$ cat config.mk
export PLATFORM = sky130hd
export DESIGN_NAME = wb_rr_conbus
export DESIGN_NICKNAME = d
export VERILOG_FILES = /design/src/rtl/wb_rr_conbus.sv
export SDC_FILE = /design/constraint.sdc
export NUM_CORES = 1
export LEC_CHECK = 0
export CELL_PAD_IN_SITES_DETAIL_PLACEMENT = 1
export CELL_PAD_IN_SITES_GLOBAL_PLACEMENT = 1
export CORE_AREA = 2 2 294 296
export DETAILED_ROUTE_END_ITERATION = 8
export DIE_AREA = 0 0 296 298
export PLACE_DENSITY_LB_ADDON = 0.1
export SLEW_MARGIN = 25
export SYNTH_ARGS = -nofsm -noshare
export SYNTH_HDL_FRONTEND = slang
export SYNTH_SLANG_ARGS = --single-unit
export TNS_END_PERCENT = 5
$ cat constraint.sdc
create_clock -name clk_i -period 3.2 [get_ports clk_i]
set_clock_uncertainty 0.05 [all_clocks]
set_input_delay 0.32 -clock clk_i [delete_from_list [all_inputs] [get_ports clk_i]]
set_output_delay 0.32 -clock clk_i [all_outputs]
set_load 0.005 [all_outputs]
$ cat src/rtl/wb_rr_conbus.sv
// Shared-bus Wishbone interconnect: NM masters, NS slaves, round-robin grant,
// address-field slave decode, per-transfer watchdog and error response.
module wb_rr_conbus #(
    parameter int NM      = 4,
    parameter int NS      = 8,
    parameter int DW      = 32,
    parameter int AW      = 32,
    parameter int SEL_HI  = 31,
    parameter int SEL_LO  = 28,
    parameter int TIMEOUT = 255
) (
    input  logic                  clk_i,
    input  logic                  rst_n_i,
    input  logic [NM*DW-1:0]      m_dat_i,
    input  logic [NM*AW-1:0]      m_adr_i,
    input  logic [NM*(DW/8)-1:0]  m_sel_i,
    input  logic [NM-1:0]         m_we_i,
    input  logic [NM-1:0]         m_stb_i,
    output logic [NM*DW-1:0]      m_dat_o,
    output logic [NM-1:0]         m_ack_o,
    output logic [NM-1:0]         m_err_o,
    output logic [DW-1:0]         s_dat_o,
    output logic [AW-1:0]         s_adr_o,
    output logic [DW/8-1:0]       s_sel_o,
    output logic                  s_we_o,
    output logic [NS-1:0]         s_stb_o,
    input  logic [NS*DW-1:0]      s_dat_i,
    input  logic [NS-1:0]         s_ack_i,
    output logic [NM-1:0]         gnt_o
);
    localparam int SW = DW / 8;
    localparam int MW = (NM > 1) ? $clog2(NM) : 1;
    localparam int XW = SEL_HI - SEL_LO + 1;

    typedef enum logic [1:0] {IDLE, BUSY, ERR} state_t;

    state_t        state_reg, state_next;
    logic [MW-1:0] gnt_reg, gnt_next;
    logic [MW-1:0] ptr_reg, ptr_next;
    logic [15:0]   wd_reg, wd_next;

    logic [AW-1:0] adr_mux;
    logic [DW-1:0] dat_mux;
    logic [DW-1:0] rdat_mux;
    logic [SW-1:0] sel_mux;
    logic          we_mux;
    logic          stb_mux;
    logic [XW-1:0] idx;
    logic [NS-1:0] slave_hit;
    logic          mapped;
    logic          ack_mux;

    // Granted master's request; gnt_reg always points at a valid master.
    always_comb begin
        adr_mux = '0;
        dat_mux = '0;
        sel_mux = '0;
        we_mux  = 1'b0;
        stb_mux = 1'b0;
        for (int k = 0; k < NM; k++) begin
            if (gnt_reg == MW'(k)) begin
                adr_mux = m_adr_i[k*AW +: AW];
                dat_mux = m_dat_i[k*DW +: DW];
                sel_mux = m_sel_i[k*SW +: SW];
                we_mux  = m_we_i[k];
                stb_mux = m_stb_i[k];
            end
        end
    end

    assign idx     = adr_mux[SEL_HI:SEL_LO];
    assign s_adr_o = adr_mux;
    assign s_dat_o = dat_mux;
    assign s_sel_o = sel_mux;
    assign s_we_o  = we_mux;

    generate
        for (genvar gi = 0; gi < NS; gi++) begin : g_slave
            assign slave_hit[gi] = (state_reg == BUSY) && (idx == XW'(gi));
            assign s_stb_o[gi]   = slave_hit[gi] && stb_mux;
        end
    endgenerate

    assign mapped = |slave_hit;

    always_comb begin
        rdat_mux = '0;
        ack_mux  = 1'b0;
        for (int j = 0; j < NS; j++) begin
            if (slave_hit[j]) begin
                rdat_mux = s_dat_i[j*DW +: DW];
                ack_mux  = s_ack_i[j];
            end
        end
    end

    // ack_mux and rdat_mux are zero outside BUSY, so late slave acks never leak through.
    generate
        for (genvar gi = 0; gi < NM; gi++) begin : g_master
            logic owned;
            assign owned                 = (gnt_reg == MW'(gi));
            assign gnt_o[gi]             = owned && (state_reg != IDLE);
            assign m_ack_o[gi]           = owned && ack_mux && stb_mux;
            assign m_err_o[gi]           = owned && (state_reg == ERR);
            assign m_dat_o[gi*DW +: DW]  = owned ? rdat_mux : '0;
        end
    endgenerate

    always_comb begin : p_fsm
        int win;
        state_next = state_reg;
        gnt_next   = gnt_reg;
        ptr_next   = ptr_reg;
        wd_next    = '0;
        win        = 0;
        case (state_reg)
            IDLE: begin
                if (|m_stb_i) begin
                    // Descending scan so the nearest requester at/after the pointer wins.
                    for (int i = NM - 1; i >= 0; i--) begin
                        if (m_stb_i[(int'(ptr_reg) + i) % NM]) begin
                            win = (int'(ptr_reg) + i) % NM;
                        end
                    end
                    gnt_next   = MW'(win);
                    ptr_next   = MW'((win + 1) % NM);
                    state_next = BUSY;
                end
            end
            BUSY: begin
                if (!stb_mux) begin
                    state_next = IDLE;
                end else if (!mapped) begin
                    state_next = ERR;
                end else if (ack_mux) begin
                    state_next = IDLE;
                end else if (wd_reg == 16'(TIMEOUT - 1)) begin
                    state_next = ERR;
                end else begin
                    wd_next = wd_reg + 16'd1;
                end
            end
            ERR: begin
                state_next = IDLE;
            end
            default: begin
                state_next = IDLE;
            end
        endcase
    end

    always_ff @(posedge clk_i or negedge rst_n_i) begin
        if (!rst_n_i) begin
            state_reg <= IDLE;
            gnt_reg   <= '0;
            ptr_reg   <= '0;
            wd_reg    <= '0;
        end else begin
            state_reg <= state_next;
            gnt_reg   <= gnt_next;
            ptr_reg   <= ptr_next;
            wd_reg    <= wd_next;
        end
    end
endmodule

After elaboration in Yosys (flattened, before gate mapping)
Index checks and enable logic that the tools add are counted.

Register bits: 22. Output and inout port bits: 217. Word-level logic and storage cells: 142.

Add/sub/neg operators: 5. Order comparisons: 4. Eq/ne operators: 15. Multiplexer cells: 68. Bitwise operators: 3. Reduce and logical (&&, ||, !) cells: 43.

Operators with widths (number): $mux W32 (20); $mux W16 (5); $logic_and A1 B1 Y1 (32); $mux W1 (23); $mux W2 (11); $add A16 B1 Y16 const B (1); $eq A16 B8 Y1 const B (1); $eq A4 B3 Y1 const B (4); $mux W4 (4); $lt A3 B4 Y1 const B (3); $bmux W1 S2 (4); $eq A4 B2 Y1 const B (2); $reduce_or A8 Y1 (1); $add A2 B2 Y2 const B (3); $eq A2 B2 Y1 const B (3); $reduce_or A2 Y1 (3); $ne A5 B4 Y1 const B (1); $eq A2 B1 Y1 const B (2); $eq A4 B1 Y1 const B (1); $logic_not A2 Y1 (2); $logic_not A4 Y1 (1); $pmux W2 S2 (1); $reduce_and A2 Y1 (2); $reduce_or A4 Y1 (1); other kinds (5) (7).

Logic depth before layout (Yosys ltp)
Depth after elaboration: 19. Mapped depth: 13. Mapped depth without buffers: 8.

Worst setup path before layout
No wires, ideal clock.

Path type: register -> output. From: register gnt_reg[1]. To: output m_dat_o[114]. Data arrival time: 2.245 ns. Data required time: 2.830 ns. Slack: 0.585 ns. Stages on the path, launching flop included: 10. Path buffers: 3. Path through: dfrtp_1 > buf_2 > or3b_2 > o22ai_1 > nand2_1 > clkbuf_1 > buf_2 > o2bb2ai_2 > a21oi_2 > nor3_1.

Longest elaborated chain between the ends: 16.

RTL lines: from (decl) (RTL line 38) `logic [MW-1:0] gnt_reg, gnt_next;`; from (signal assigned) (RTL line 160) `gnt_reg <= gnt_next;`; $logic_not A2 Y1 (RTL line 61) `if (gnt_reg == MW'(k)) begin`; $mux W32 (4 in series) (RTL line 61); $logic_not A4 Y1 (RTL line 79) `assign slave_hit[gi] = (state_reg == BUSY) && (idx == XW'(gi));`; $logic_and A1 B1 Y1 (RTL line 79); $mux W32 (8 in series) (RTL line 90) `if (slave_hit[j]) begin`; $mux W32 * (RTL line 105) `assign m_dat_o[gi*DW +: DW] = owned ? rdat_mux : '0;`; to (decl) (RTL line 19) `output logic [NM*DW-1:0] m_dat_o,`.

Every way passes the cells marked *; elsewhere a longest branch is shown, timed or not.

Final worst setup path
From: register gnt_reg[0]. To: output m_dat_o[97].

Same word-level chain as after synthesis.

==> impl_metrics.toml <==
[outcome]
outcome = "finished with violations"
failed_checks = "setup timing"

[critical_path]
crit_slowest_cell = "dfrtp_4"
reg2reg_slack_ps = 350
rr_worst_depth = 12
crit_chain = "buf_12, mux2i_4, mux2_4, inv_6, or2_4, nor3b_4, buf_6, buf_12, buf_8, o2bb2ai_4, a21oi_2, buf_6, nor3_4, buf_2"
crit_end = "m_dat_o[97]"
timing.rr.end = "wd_reg[6]$_DFF_PN0_"
startpoint = "gnt_reg[0]$_DFFE_PN0P_"
crit_arrival_ps = 3030
critPathCaptureType = "primary output"
r2r-start = "gnt_reg[0]$_DFFE_PN0P_"
critPathMaxStageDelay_ps = 510
crit_path_max_fanout = 6
start_kind = "register"
crit_type = "register to primary output"
crit_required_ps = 2830

[yosys]
syn_inst = 920
ys_seq_area_share_pct = 8.27
synth-seq-cells = 22
avgSynthCellArea_um2 = 7.24
synthFlopType = "dfrtp_1"
ys_types = 62
synth_edf_count = 0
syn_area_um2 = 6660
synthArstFlopShare_pct = 100
ys_warn_count = 0
synth_nets = 1468

[sta]
fmax_mhz = 294
maxSlewViolCount = 0
setup-violations-final = 117
min_period_over_period_pct = 106
maxSlewHeadroom_pct = 52.7
tightest_slew_ps = 710
setup_ws_ps = -203
hold_viol = 0
setup_tns_ps = -14910
min_period_ps = 3400
grt_setup_unrepaired = "yes"

[cts]
cts_root_buf = "clkbuf_16"
cts_buffers = 3
cts_num_sinks = 22
ctsHoldBuffers = 0
insertion_delay_ps = 250
htree_num_levels = 1
path_clk_slew_ps = 60
ctsLongestPathBuffers = 2
cts_tree = "done"

[cells_and_area]
area_growth_pct = 175
final_cell_area_um2 = 18300
largest_register_ffs = 16
final_nets = 2322
drive_gt1_share_pct = 37.5

[route]
drtIter0Drc = 366
vias = 11600
wl_per_cell_um = 27.6
ant_nets = 0
drt_first_pass_iters = 4
drc_errors = 0
wl_mm = 81.1
viasPerCell = 3.93

[die]
dieArea_um2 = 88200
boundaryPins = 763
rows = 107
die_x_um = 296
coreArea_um2 = 84900
start_util_pct = 7.84
die_h_um = 298

[place]
gp_congestion = 0.793
dpl_cell_area_um2 = 16400
io_buffers = 762
dp_hpwl_mm = 66.3

[worst_hold_path]
min_path_type = "input pin to asynchronous set/reset pin"

[pwr]
leakagePower_nw = 6.79
irDropWorstVdd_uv = 414
power_density_nw_per_um2 = 740

[grt]
grt_pass1_vias = 12800
gr-usage-all-layers_pct = 17.4
grt_pass1_wl_mm = 107
grt_max_degree = 65
grt-ovfl-total = 0
grt_antenna_before_repair = 44

[flow_run]
maxCapViolCount = 0
[synthesized netlist by cell type, types with 6 or more instances]
cell | n | share of area (%)
nor2_1 | 44 | 2.5
nor3_1 | 118 | 8.9
inv_1 | 8 | 0.45
o2bb2ai_1 | 19 | 2.5
dfrtp_1 | 22 | 8.3
mux2_2 | 7 | 1.2
nor2_4 | 7 | 1.2
o2bb2ai_2 | 10 | 2.3
a21oi_2 | 10 | 1.3
xor2_1 | 10 | 1.3
a21oi_1 | 139 | 10
clkbuf_1 | 63 | 3.6
buf_2 | 11 | 0.83
nand2_1 | 134 | 7.6
a21o_1 | 33 | 3.7
buf_1 | 16 | 0.90
nand3_1 | 65 | 4.9
o211ai_1 | 6 | 0.68
o22ai_1 | 37 | 3.5
nor2b_1 | 8 | 0.75
mux4_2 | 68 | 23
[cells in the final DEF (no fill, tap or decap), types with 4 or more instances in the layout]
cell             count
a21o_1              33
a21oi_1             74
a21oi_2             51
a21oi_4             24
and3_1               4
buf_12              29
buf_2              127
buf_4              107
buf_6               42
buf_8                6
clkdlybuf4s50_1    624
dfrtp_1             20
diode_2             23
inv_1                7
mux2_4               4
mux2i_4              4
mux4_2              68
nand2_1            129
nand3_1             64
nand4_1              5
nor2_1              39
nor2_2               6
nor2_4               8
nor2b_1              6
nor3_1              28
nor3_2              80
nor3_4              10
o211ai_1             6
o21ai_0              5
o22ai_1             13
o22ai_2             24
o2bb2ai_1            7
o2bb2ai_2           13
o2bb2ai_4            9
xnor2_1              5
xor2_1              10
[through the flow]
stage | power, mW | util [%] | std cells | hold WS (ps) | worst slack (ps)
global placement | 11.4 | 19.4 | 2845 | 457 | -812
global route | 14.5 | 21.6 | 2935 | 451 | -282
finish | 13.6 | 21.6 | 2940 | 448 | -203
CTS | 13.3 | 20.9 | 2913 | 462 | -194
detailed placement | 11.3 | 19.4 | 2845 | 455 | -784
floorplan | 4.97 | - | 920 | -25.6 | 585
[worst min path at each step]
stage | from | slack [ps] | to
after floorplan | rst_n_i | -30 | gnt_reg[0]$_DFFE_PN0P_
after global placement | wd_reg[0]$_DFF_PN0_ | 460 | wd_reg[0]$_DFF_PN0_
after detailed placement | wd_reg[0]$_DFF_PN0_ | 450 | wd_reg[0]$_DFF_PN0_
after CTS | rst_n_i | 460 | wd_reg[2]$_DFF_PN0_
after global routing | rst_n_i | 450 | wd_reg[2]$_DFF_PN0_
final | rst_n_i | 450 | wd_reg[2]$_DFF_PN0_
[routing by layer]
layer / vias up / wire [um] / track usage, %
met5: - / 210 / 0
met4: 30 / 2770 / 6.78
met3: 90 / 5260 / 3.95
met2: 467 / 44700 / 34.0
met1: 5734 / 28100 / 17.5
li1: 5230 / - / -
[power by group]
part           internal [mW]  leakage (nW)  switching (mW)  total, mW
Sequential             0.326         0.294          0.0423      0.368
Clock                  0.191        0.0443           0.102      0.293
Combinational           5.89          6.45            7.01       12.9
Total                   6.41          6.79            7.16       13.6
[cells by family after synthesis]
| kind of cell | count (synthesis) | synth area share, % |
|---|---|---|
| DFF | 22 | 8.27 |
| xor gates and xnor gates | 15 | 1.97 |
| and+or+nand+nor | 410 | 29.5 |
| buffers and inverters | 109 | 7.14 |
| muxes | 80 | 25.0 |
| AOI/OAI and AO/OA | 282 | 27.8 |
| adders and majority gates | 2 | 0.376 |
[final cells by class]
cell class	instances	area, um2
fill	9931	66500
timing repair buffer	947	9010
multi-input combinational	789	7130
tap	1144	1430
sequential	22	558
clock buffer	4	88.8
antenna	23	57.6
inverter	11	53.8
[worst max-delay path, delay by kind of cell, from the launching register on]
| kind | cells | cell delay, ps |
|---|---|---|
| buffers and inverters | 7 | 910 |
| AND/OR/NAND/NOR | 3 | 640 |
| AO/OA/AOI/OAI | 2 | 180 |
| multiplexers | 2 | 510 |
| flip-flops | 1 | 510 |
[repair_timing]
action                                  in CTS  in global routing
endpoints found under the setup margin     172                139
buffers inserted                            65                  8
pin swaps                                  125                 57
resized for setup                          759                129
gates cloned                                 4                  0
No activity file was read; power rests on OpenSTA's default activity.
